`src/rtl/uart_arb_pkg.sv`:
```
// Shared types and constants for the UART transmit arbiter.
// Holds the FSM state encoding, the line-end byte and the owner-index width helper.
package uart_arb_pkg;

  typedef enum logic [1:0] {
    IDLE,
    ISSUE,
    DRAIN,
    HOLD
  } arb_state_t;

  localparam logic [7:0] UART_ARB_LF = 8'h0A;

  // Width of an index into N requesters; never narrower than one bit.
  function automatic int owner_width(input int n_req);
    return (n_req <= 1) ? 1 : $clog2(n_req);
  endfunction

endpackage

```
`src/rtl/uart_arb_fifo.sv`:
```
// Per-requester byte FIFO: first-word-fall-through head, synchronous active-high reset.
// A push while full is dropped even when a pop happens in the same cycle.
module uart_arb_fifo #(
  parameter int DEPTH = 8
) (
  input  logic       clk,
  input  logic       rst,
  input  logic       i_push,
  input  logic [7:0] i_data,
  input  logic       i_pop,
  output logic       o_full,
  output logic       o_empty,
  output logic [7:0] o_head
);

  localparam int          AW      = $clog2(DEPTH);
  localparam logic [AW:0] PTR_ONE = 1;

  logic [7:0]  r_mem [DEPTH];
  logic [AW:0] r_wr_ptr;
  logic [AW:0] r_rd_ptr;
  logic        w_do_push;
  logic        w_do_pop;

  // Pointers carry one wrap bit so full and empty are told apart.
  assign o_empty   = (r_wr_ptr == r_rd_ptr);
  assign o_full    = (r_wr_ptr[AW] != r_rd_ptr[AW]) &&
                     (r_wr_ptr[AW-1:0] == r_rd_ptr[AW-1:0]);
  assign w_do_push = i_push && !o_full;
  assign w_do_pop  = i_pop && !o_empty;
  assign o_head    = r_mem[r_rd_ptr[AW-1:0]];

  // NOTE: sequential state uses non-blocking assignments so every flop samples pre-edge values.
  always_ff @(posedge clk) begin
    if (rst) begin
      r_wr_ptr <= '0;
      r_rd_ptr <= '0;
    end else begin
      if (w_do_push) r_wr_ptr <= r_wr_ptr + PTR_ONE;
      if (w_do_pop)  r_rd_ptr <= r_rd_ptr + PTR_ONE;
    end
  end

  // NOTE: storage is left unreset; the pointers alone decide which entries are valid.
  always_ff @(posedge clk) begin
    if (w_do_push) r_mem[r_wr_ptr[AW-1:0]] <= i_data;
  end

endmodule

```
`src/rtl/uart_tx_arbiter.sv`:
```
// Shares one UART serializer between N_REQ byte producers, granting it a whole line at a time.
// A grant ends on a sent LF or after LOCK_TIMEOUT idle cycles; the next grant is round-robin.
module uart_tx_arbiter
  import uart_arb_pkg::*;
#(
  parameter  int N_REQ        = 2,
  parameter  int FIFO_DEPTH   = 8,
  parameter  int LOCK_TIMEOUT = 4096,
  localparam int OW           = owner_width(N_REQ)
) (
  input  logic               clk,
  input  logic               rst,
  input  logic [N_REQ-1:0]   req_valid,
  input  logic [8*N_REQ-1:0] req_data,
  output logic [N_REQ-1:0]   req_ready,
  output logic [7:0]         tx_data,
  output logic               tx_we,
  input  logic               tx_ready,
  output logic [OW-1:0]      owner,
  output logic               busy
);

  localparam int            CW         = $clog2(LOCK_TIMEOUT + 1);
  localparam logic [CW-1:0] CNT_LAST   = CW'(LOCK_TIMEOUT - 1);
  localparam logic [OW-1:0] OWNER_LAST = OW'(N_REQ - 1);

  arb_state_t       r_state;
  arb_state_t       w_state_nxt;
  logic [OW-1:0]    r_owner;
  logic [OW-1:0]    r_rr_ptr;
  logic [CW-1:0]    r_cnt;
  logic [7:0]       r_tx_data;
  logic [N_REQ-1:0] w_full;
  logic [N_REQ-1:0] w_empty;
  logic [N_REQ-1:0] w_pop;
  logic [7:0]       w_head [N_REQ];
  logic [OW-1:0]    w_cand;
  logic [OW-1:0]    w_scan_idx;
  logic             w_scan_hit;
  logic [OW-1:0]    w_grant;
  logic             w_load;
  logic             w_release;
  logic             w_cnt_clr;

  for (genvar g = 0; g < N_REQ; g++) begin : g_fifo
    uart_arb_fifo #(.DEPTH(FIFO_DEPTH)) u_fifo (
      .clk     (clk),
      .rst     (rst),
      .i_push  (req_valid[g]),
      .i_data  (req_data[8*g +: 8]),
      .i_pop   (w_pop[g]),
      .o_full  (w_full[g]),
      .o_empty (w_empty[g]),
      .o_head  (w_head[g])
    );
  end

  assign req_ready = ~w_full;
  assign tx_data   = r_tx_data;
  assign tx_we     = (r_state == ISSUE);
  assign owner     = r_owner;
  assign busy      = (r_state != IDLE);

  // Scan downward so the nearest non-empty index at or after rr_ptr is the last write.
  always_comb begin
    w_scan_hit = 1'b0;
    w_scan_idx = r_rr_ptr;
    w_cand     = r_rr_ptr;
    for (int k = N_REQ - 1; k >= 0; k--) begin
      w_cand = OW'((int'(r_rr_ptr) + k) % N_REQ);
      if (!w_empty[w_cand]) begin
        w_scan_hit = 1'b1;
        w_scan_idx = w_cand;
      end
    end
  end

  // NOTE: every output of this block gets a default first, so no path can infer a latch.
  always_comb begin
    w_state_nxt = r_state;
    w_grant     = r_owner;
    w_load      = 1'b0;
    w_release   = 1'b0;
    w_cnt_clr   = 1'b0;
    w_pop       = '0;
    case (r_state)
      IDLE: begin
        if (tx_ready && w_scan_hit) begin
          w_grant     = w_scan_idx;
          w_load      = 1'b1;
          w_state_nxt = ISSUE;
        end
      end
      ISSUE: begin
        if (!tx_ready) w_state_nxt = DRAIN;
      end
      DRAIN: begin
        if (tx_ready) begin
          if (r_tx_data == UART_ARB_LF) begin
            w_release   = 1'b1;
            w_state_nxt = IDLE;
          end else if (!w_empty[r_owner]) begin
            w_load      = 1'b1;
            w_state_nxt = ISSUE;
          end else begin
            w_cnt_clr   = 1'b1;
            w_state_nxt = HOLD;
          end
        end
      end
      HOLD: begin
        if (!w_empty[r_owner]) begin
          w_load      = 1'b1;
          w_state_nxt = ISSUE;
        end else if (r_cnt == CNT_LAST) begin
          w_release   = 1'b1;
          w_state_nxt = IDLE;
        end
      end
      default: w_state_nxt = IDLE;
    endcase
    w_pop[w_grant] = w_load;
  end

  always_ff @(posedge clk) begin
    if (rst) r_state <= IDLE;
    else     r_state <= w_state_nxt;
  end

  always_ff @(posedge clk) begin
    if (rst) begin
      r_owner   <= '0;
      r_rr_ptr  <= '0;
      r_cnt     <= '0;
      r_tx_data <= '0;
    end else begin
      r_owner <= w_grant;
      if (w_load) r_tx_data <= w_head[w_grant];
      if (w_release) r_rr_ptr <= (r_owner == OWNER_LAST) ? '0 : r_owner + OW'(1);
      if (w_cnt_clr)              r_cnt <= '0;
      else if (r_state == HOLD)   r_cnt <= r_cnt + CW'(1);
    end
  end

endmodule

```
`config.mk`:
```
export PLATFORM = sky130hd
export DESIGN_NAME = uart_tx_arbiter
export DESIGN_NICKNAME = d
export VERILOG_FILES = /design/src/rtl/uart_arb_pkg.sv /design/src/rtl/uart_arb_fifo.sv /design/src/rtl/uart_tx_arbiter.sv
export SDC_FILE = /design/constraint.sdc
export NUM_CORES = 1
export LEC_CHECK = 0
export CAP_MARGIN = 20
export CORE_ASPECT_RATIO = 1.4
export CORE_UTILIZATION = 50
export DETAILED_ROUTE_END_ITERATION = 8
export PLACE_DENSITY = 0.81
export REMOVE_ABC_BUFFERS = 1
export SYNTH_ARGS = -nofsm -noshare
export SYNTH_HDL_FRONTEND = slang
export SYNTH_SLANG_ARGS = --single-unit
```
`constraint.sdc`:
```
create_clock -name clk -period 2.5 [get_ports clk]
set_input_delay 0.375 -clock clk [delete_from_list [all_inputs] [get_ports clk]]
set_output_delay 0.375 -clock clk [all_outputs]
set_load 0.02 [all_outputs]
```
==> metrics.md, run 1 <==
| Metric | Value |
|---|---|
| Leakage | 2.82 nW |
| Power Dens Cells | just under 900 nW/µm² |
| Residual DRC | 0 |
| Top cells by area, synth | edfxtp_1 54%, dfxtp_1 13%, mux4_2 10%, nor2_1 2.6%, mux2i_1 2.0% |
| Critical Path RT | 2.12 ns |
| Die Wd | between 100 and 150 µm |
| Critical R2R Capture | g_fifo[0].u_fifo.r_mem[3][3] |
| Period Utilization, post-route | 95.6% |
| Count leader, synth | edfxtp_1 |
| Initial antenna violation count | 0 |
| Critical Path AT | around 2 ns |
| CTS Buf Count | 17 |
| Reg-to-Reg Start | g_fifo[0].u_fifo.r_wr_ptr[2] |
| Post-synth top area cell | edfxtp_1 |
| Grt ovf | 0 |
| #FFs+latches synth | 175 |
| Detailed Routing Iterations Pass 1 | 4 |
| Slew @ Worst Pin | ~0.95 ns |
| Top post-synthesis cells by count | 128 x edfxtp_1, 49 x nor2_1, 47 x dfxtp_1 |
| Later-pin clock latency in the skew report | approximately 0.42 ns |
| Post-synth EDFFs | 128 |
| Yosys top cell area share | 54.1% |
| Max Cap Violations | 0 |
| CTS Sinks | 175 |
| Crit-path max FO | 8 |
| Initial core utilization | 51.1% |
| Yosys cell types | 46 |
| Clk buf depth | 2 |
| Worst-path clk slew | approximately 0.060 ns |
| Hold_sp | r_cnt[12] |
| Hold EP | r_cnt[12] |
| CTS tree | done |
| First-pass GRT wire length | 21.1 mm |
| Ys Warns | 0 |
| Nets | roughly 540 |
| Final period demand of the worst path | 2.39 ns |
| Cell Area, Synth | 7100 µm² |
| I/O pin count | 34 |
| Peak Freq | 419 MHz |
| Relative slew slack | 36.5% |
| Diode count | 0 |
| Num rows | 51 |
| WL final | 13.3 mm |
| Total number of vias | approximately 4k |
| Gr usage total | roughly 20% |
| Crit path capture type | output pin |
| Fillers | 1,020 |
| Most used DFF post-synth | edfxtp_1 |
| Post-layout util | 60.1% |
| Layout cells sized above 1 | 21.8% |
| Hold Path Class | reg -> reg |
| Final hold vios | 0 |
| Crit Path Category | reg -> out |
| Setup TNS | 0 ns |
| Core Area | 13,900 µm² |
| Sequential share of the synthesized area | roughly 67% |
| Antenna viol nets, final | 0 |
| Die area | 14,700 µm² |
| Max VDD drop | a little under 0.6 mV |
| Pin count of the biggest net entering global routing | 18 |
| Hold path depth | 2 |
| Cells after Synth | between 400 and 500 |
| H-Tree Depth | 4 |
| Nature of the critical path startpoint | flip-flop |
| Vias per cell | around 5.6 |
| IO buf count | 33 |
| FFs w/ async S/R, synth | 0% |
| Routed wire per std cell | 18.7 µm |
| Avg Inst Size Synth | 15.8 µm² |
| DR iter-0 viols | 247 |
| FF-to-FF path depth | 4 |
| Die height | roughly 140 µm |
| Gpl congestion | about 0.85 |
| Slew Viols, Final | 0 |
| Hpwl dp | 9.05 mm |
| # setup viols final | 0 |
| Skew final | 0.0110 ns |
| RSZ-0062 raised after global routing | false |
| Vias in the first global route | 4,184 |
| Root Driver | clkbuf_16 |
| Outcome | finished, final reports clean |
| Area Overhead vs Synth | 17.8% |
| R2R setup slack | 0.19 ns |
-- worst max path at each step --
| stage | startpoint | end | slack (ns) | depth (start not counted) |
|---|---|---|---|---|
| finish | g_fifo[1].u_fifo.r_wr_ptr[1] | req_ready[1] | 0.11 | 3 |
| global route | g_fifo[1].u_fifo.r_wr_ptr[1] | tx_data[7] | 0.01 | 6 |
| CTS | g_fifo[0].u_fifo.r_wr_ptr[1] | req_ready[0] | 0.06 | 3 |
| detailed placement | tx_ready | tx_data[0] | 0.02 | 7 |
| global placement | tx_ready | tx_data[6] | 0.12 | 7 |
| floorplan | g_fifo[1].u_fifo.r_wr_ptr[1] | g_fifo[1].u_fifo.r_mem[0][0] | 0.06 | 5 |
-- through the flow --
stage	hold slack, ns	total power (W)	worst slack (ns)	cells	instance area, µm²
finish	0.493	0.00724	0.111	709	8370
floorplan	0.444	0.00430	0.0632	429	7010
global placement	0.472	0.00479	0.119	677	7800
detailed placement	0.487	0.00484	0.0206	677	7800
CTS	0.498	0.00729	0.0615	709	8360
global route	0.518	0.00751	0.0110	709	8370
-- cell usage in the layout, fill, tap and decap left out, types with 3 or more instances in the layout --
master	count
clkinv_4	6
or4_1	3
and3_1	4
a221o_1	8
nor2b_1	11
buf_4	30
nand4_1	6
o21ai_0	5
and2_1	3
nand3_1	5
mux4_2	32
nand2_1	20
mux2i_1	14
clkdlybuf4s50_1	31
a211oi_1	3
inv_1	5
mux2_2	8
edfxtp_1	128
clkbuf_16	17
dfxtp_1	46
xnor2_1	14
a21oi_1	8
ha_1	5
xor2_1	14
nor3_1	5
inv_8	5
nand2b_1	6
nor2_1	49
-- sequential cells by signal, summed over array words and instances, names as in the netlist, named ones only --
name / count
g_fifo.u_fifo.r_wr_ptr: 8
g_fifo.u_fifo.r_rd_ptr: 8
r_cnt: 13
owner: 1
r_rr_ptr: 1
tx_data: 8
g_fifo.u_fifo.r_mem: 128
r_state: 2
-- metal layers --
| metal | vias up | routed length [µm] | global-route usage, % |
|---|---|---|---|
| met2 | 80 | 7090 | 34.6 |
| met4 | 0 | 340 | 9.41 |
| met5 | - | 0 | 0 |
| met1 | 2024 | 5300 | 23.3 |
| li1 | 1844 | - | - |
| met3 | 21 | 545 | 4.55 |
-- final cells by class --
type	instances	area, µm²	share of cell area, %
clock buffers	18	429	5.13
clock inverters	14	129	1.54
inverters	5	18.8	0.224
multi-input cells	249	2220	26.5
flip-flops and latches	175	4790	57.2
well taps	185	231	2.77
repair buffers	63	553	6.61
-- logic make-up (layout without fill, tap and decap cells) --
| logic type | Yosys count | count (layout) | share of synthesized area [%] |
|---|---|---|---|
| buf+inv | 26 | 100 | 1.53 |
| xor+xnor | 28 | 28 | 3.45 |
| flops | 175 | 175 | 67.4 |
| simple gates | 122 | 122 | 8.88 |
| fa+ha+maj | 5 | 5 | 0.881 |
| compound gates | 39 | 39 | 4.35 |
| mux | 55 | 55 | 13.5 |
-- repair_timing --
| item | CTS | global route |
|---|---|---|
| setup endpoints to repair | 2 | 6 |
| hold buffers | 0 | 0 |
| buffers inserted | 0 | 0 |
| resized for setup | 2 | 3 |
-- worst max-delay path, stage by stage (launching register included) --
cell,delay (ns)
dfxtp_1,0.47
xor2_1,0.16
or4_1,0.61
dlygate4sd2_1,0.36
-- report_power, final --
| part | internal, W | switching, W |
|---|---|---|
| clock network | 0.00131 | 0.00115 |
| registers | 0.00325 | 0.000135 |
| logic | 0.000706 | 0.000688 |
No activity file was read; power rests on OpenSTA's default activity.
==> inputs of run 2 (changes only) <==
--- a/config.mk
+++ b/config.mk
@@ -9,8 +9,10 @@
 export CORE_ASPECT_RATIO = 1.4
 export CORE_UTILIZATION = 50
 export DETAILED_ROUTE_END_ITERATION = 8
-export PLACE_DENSITY = 0.81
+export PLACE_DENSITY = 0.8
 export REMOVE_ABC_BUFFERS = 1
+export SKIP_LAST_GASP = 1
 export SYNTH_ARGS = -nofsm -noshare
 export SYNTH_HDL_FRONTEND = slang
+export SYNTH_HIERARCHICAL = 1
 export SYNTH_SLANG_ARGS = --single-unit
==> metrics.md, run 2 <==
| Metric | Value |
|---|---|
| Initial core utilization | 51.3% |
| Reg power frac | between 40% and 50% |
| Vias in the first global route | 4,839 |
| Cells along the critical path | xnor2_1, nand3_2, nor2_4, mux2i_1, a32o_1, or2_1, nor2b_2, nand4_1, mux2i_1, o311ai_0 |
| Power Dens Cells | 733 nW/µm² |
| Max incr delay on CP | 0.34 ns |
| Worst Setup Slack, final | 0.0541 ns |
| Residual DRC | 0 |
| Core Area | roughly 15,000 µm² |
| R2R setup slack | 0.05 ns |
| Critical Path AT | 2.72 ns |
| Gr usage total | 21.4% |
| Area Overhead vs Synth | 20.1% |
| Skew final | ~0.012 ns |
| CP most frequent cell | mux2i_1 |
| Internal power | between 0.004 and 0.005 W |
| First-pass GRT wire length | between 20 and 30 mm |
| Initial antenna violation count | 0 |
| Max FFs per register | 128 |
| Cell Area, Synth | 7690 µm² |
| Root Driver | clkbuf_16 |
| Post-Layout Inst Area | just over 9000 µm² |
| Routed wire per std cell | 19.9 µm |
| Post-Synth Adder-Cell Area | 0.814% |
| Vias per cell | 5.80 |
| Max Cap Violations | 0 |
| Psw | 0.00178 W |
| Final period demand of the worst path | about 2.4 ns |
| Final hold slack | 0.498 ns |
| Num rows | 53 |
| Post-synth top area cell | edfxtp_1 |
| # setup viols final | 0 |
| Hold Buf Count CTS | 0 |
| Die area | 15,900 µm² |
| Detailed Routing Iterations Pass 1 | 4 |
| Most common cell after layout, fill and taps aside | edfxtp_1 |
| Fillers | between 1k and 1.5k |
| Count leader, synth | edfxtp_1 |
| Outcome | finished, final reports clean |
| Avg Inst Size Synth | 15.2 µm² |
| Most used DFF post-synth | edfxtp_1 |
| IO buf count | 33 |
| CTS tree | done |
| Slew Viols, Final | 0 |
| Met2 usage | 36.8% |
| Critical R2R Capture | g_fifo[1].u_fifo/r_rd_ptr[3] |
| I/O pin count | 34 |
| Total number of vias | roughly 4.6k |
| Cells after Synth | slightly above 500 |
| Simple-gate share of the synthesized area | around a tenth |
| Relative slew slack | 63.1% |
| Crit Path Category | reg -> reg |
| Worst path slowest cell | dfxtp_1 |
| Most frequent cells in the layout | 128 x edfxtp_1, 63 x buf_4, 47 x dfxtp_1 |
| Post-synth EDFFs | 128 |
| Gpl congestion | 0.831 |
| CTS Sinks | between 150 and 200 |
| Synth Area in XOR/XNOR | 3.19% |
| Layout cells sized above 1 | a little under a third |
| Power share of the combinational group | 13.3% |
| Crit-path max FO | 5 |
| Max VDD drop | a little over 0.4 mV |
| FF-to-FF path depth | 10 |
| #FFs+latches synth | 175 |
| Diode count | 0 |
| Hold path depth | 2 |
| Hold_sp | r_cnt[1] |
| Sequential share of the synthesized area | 62.2% |
| Hold EP | r_cnt[1] |
| Hpwl dp | 10.1 mm |
| Slew @ Worst Pin | roughly 0.55 ns |
| WL final | 15.8 mm |
| Antenna viol nets, final | 0 |
| Later-pin clock latency in the skew report | 0.43 ns |
| RSZ-0062 raised after global routing | true |
| Hold Path Class | reg -> reg |
| CTS Buf Count | 17 |
| Met3 Use GR | approximately 4.8% |
| Clk pwr share | between 30% and 40% |
| Final hold vios | 0 |
| Die height | 149 µm |
| Peak Freq | 409 MHz |
| Die Wd | between 100 and 150 µm |
| Crit path capture type | flip-flop |
| Setup TNS | 0 ns |
| Complex-gate fraction of the synthesized area | 4.59% |
| Yosys top cell area share | 50.0% |
| Clk buf depth | 2 |
| Switch share | 26.3% |
| H-Tree Depth | 4 |
| Largest family of logic cells by synthesized area | multiplexers |
| Worst-path clk slew | ~0.07 ns |
| Leakage | 3.26 nW |
| DR iter-0 viols | about 260 |
| Top cells by area, synth | edfxtp_1 50%, dfxtp_1 12%, mux4_2 9.4%, mux2_2 4.0%, mux2i_1 2.2% |
| Nature of the critical path startpoint | flip-flop |
| Top post-synthesis cells by count | 128 x edfxtp_1, 47 x dfxtp_1, 32 x mux4_2 |
| Ys Warns | 6 |
| Pin count of the biggest net entering global routing | 36 |
| Period Utilization, post-route | 97.8% |
| FFs w/ async S/R, synth | 0% |
| Multiplexer area fraction after synthesis | 16.3% |
| Yosys cell types | 51 |
| GRT met1 Usage | 24.4% |
| Setup WS pre-CTS | -0.0950 ns |
| Reg-to-Reg Start | g_fifo[1].u_fifo/r_wr_ptr[2] |
| Gr busiest metal | met2 |
| DP Area | 8560 µm² |
| Grt ovf | 0 |
| Nets | 614 |
| Critical Path RT | 2.78 ns |
| Post-layout util | 61.6% |
[run 2: repair_timing]
item	CTS	global route
gates resized for setup	4	13
endpoints found under the setup margin	9	15
pin swaps	1	2
setup buffers	0	0
[run 2: power groups by stage]
| stage | Clock, W | Sequential [W] | Combinational (W) |
|---|---|---|---|
| after floorplan | 0 | 0.00340 | 0.000424 |
| after global placement | 0 | 0.00334 | 0.000847 |
| after detailed placement | 0 | 0.00334 | 0.000872 |
| after CTS | 0.00264 | 0.00328 | 0.000886 |
| after global routing | 0.00275 | 0.00329 | 0.000966 |
| final | 0.00259 | 0.00328 | 0.000899 |
[run 2: layer usage]
layer | part of all wire, % | vias to the layer above
met2 | 53 | 119
met4 | 4.5 | 0
met1 | 39 | 2307
met5 | 0 | -
met3 | 3.4 | 44
li1 | - | 2127
[run 2: logic make-up after synthesis]
group | Yosys count
flip-flops | 175
buffers and inverters | 41
multiplexers | 81
AND/OR/NAND/NOR | 134
adder cells (fa/ha/maj) | 5
XOR/XNOR | 28
AO/OA/AOI/OAI | 42
[run 2: worst max-delay path by stage]
| stage | start | to | slack, ns | cells after the start |
|---|---|---|---|---|
| 6_report | g_fifo[1].u_fifo/r_wr_ptr[2] | g_fifo[1].u_fifo/r_rd_ptr[3] | 0.05 | 10 |
| 5_1_grt | g_fifo[1].u_fifo/r_wr_ptr[2] | g_fifo[1].u_fifo/r_rd_ptr[3] | -0.06 | 10 |
| 4_1_cts | g_fifo[0].u_fifo/r_wr_ptr[2] | req_ready[0] | 0.01 | 5 |
| 3_5_place_dp | tx_ready | g_fifo[0].u_fifo/r_rd_ptr[2] | -0.09 | 7 |
| 3_3_place_gp | tx_ready | g_fifo[0].u_fifo/r_rd_ptr[2] | -0.04 | 7 |
| 2_1_floorplan | g_fifo[1].u_fifo/r_wr_ptr[2] | flip-flop | -0.40 | 10 |
[run 2: per-stage QoR]
| stage | total power (W) | instances |
|---|---|---|
| 6_report | 0.00677 | 793 |
| 5_1_grt | 0.00700 | 793 |
| 4_1_cts | 0.00680 | 793 |
| 3_5_place_dp | 0.00421 | 761 |
| 3_3_place_gp | 0.00418 | 761 |
| 2_1_floorplan | 0.00382 | 473 |
[run 2: cell type report]
type                       count  area [µm²]  area share, %
clock buffer                  17         425           4.61
clock inverter                15         169           1.83
inverter                       8        30.0          0.325
multi-input combinational    290        2780           30.1
sequential                   175        4780           51.8
tap                          192         240           2.60
timing repair buffer          96         805           8.71
[run 2: critical path, delay by kind of cell (launching register included)]
family / cells / cell delay [ns]
AND/OR/NAND/NOR: 5 / 0.96
AO/OA/AOI/OAI: 2 / 0.40
flip-flops: 1 / 0.34
multiplexers: 2 / 0.33
XOR/XNOR: 1 / 0.26
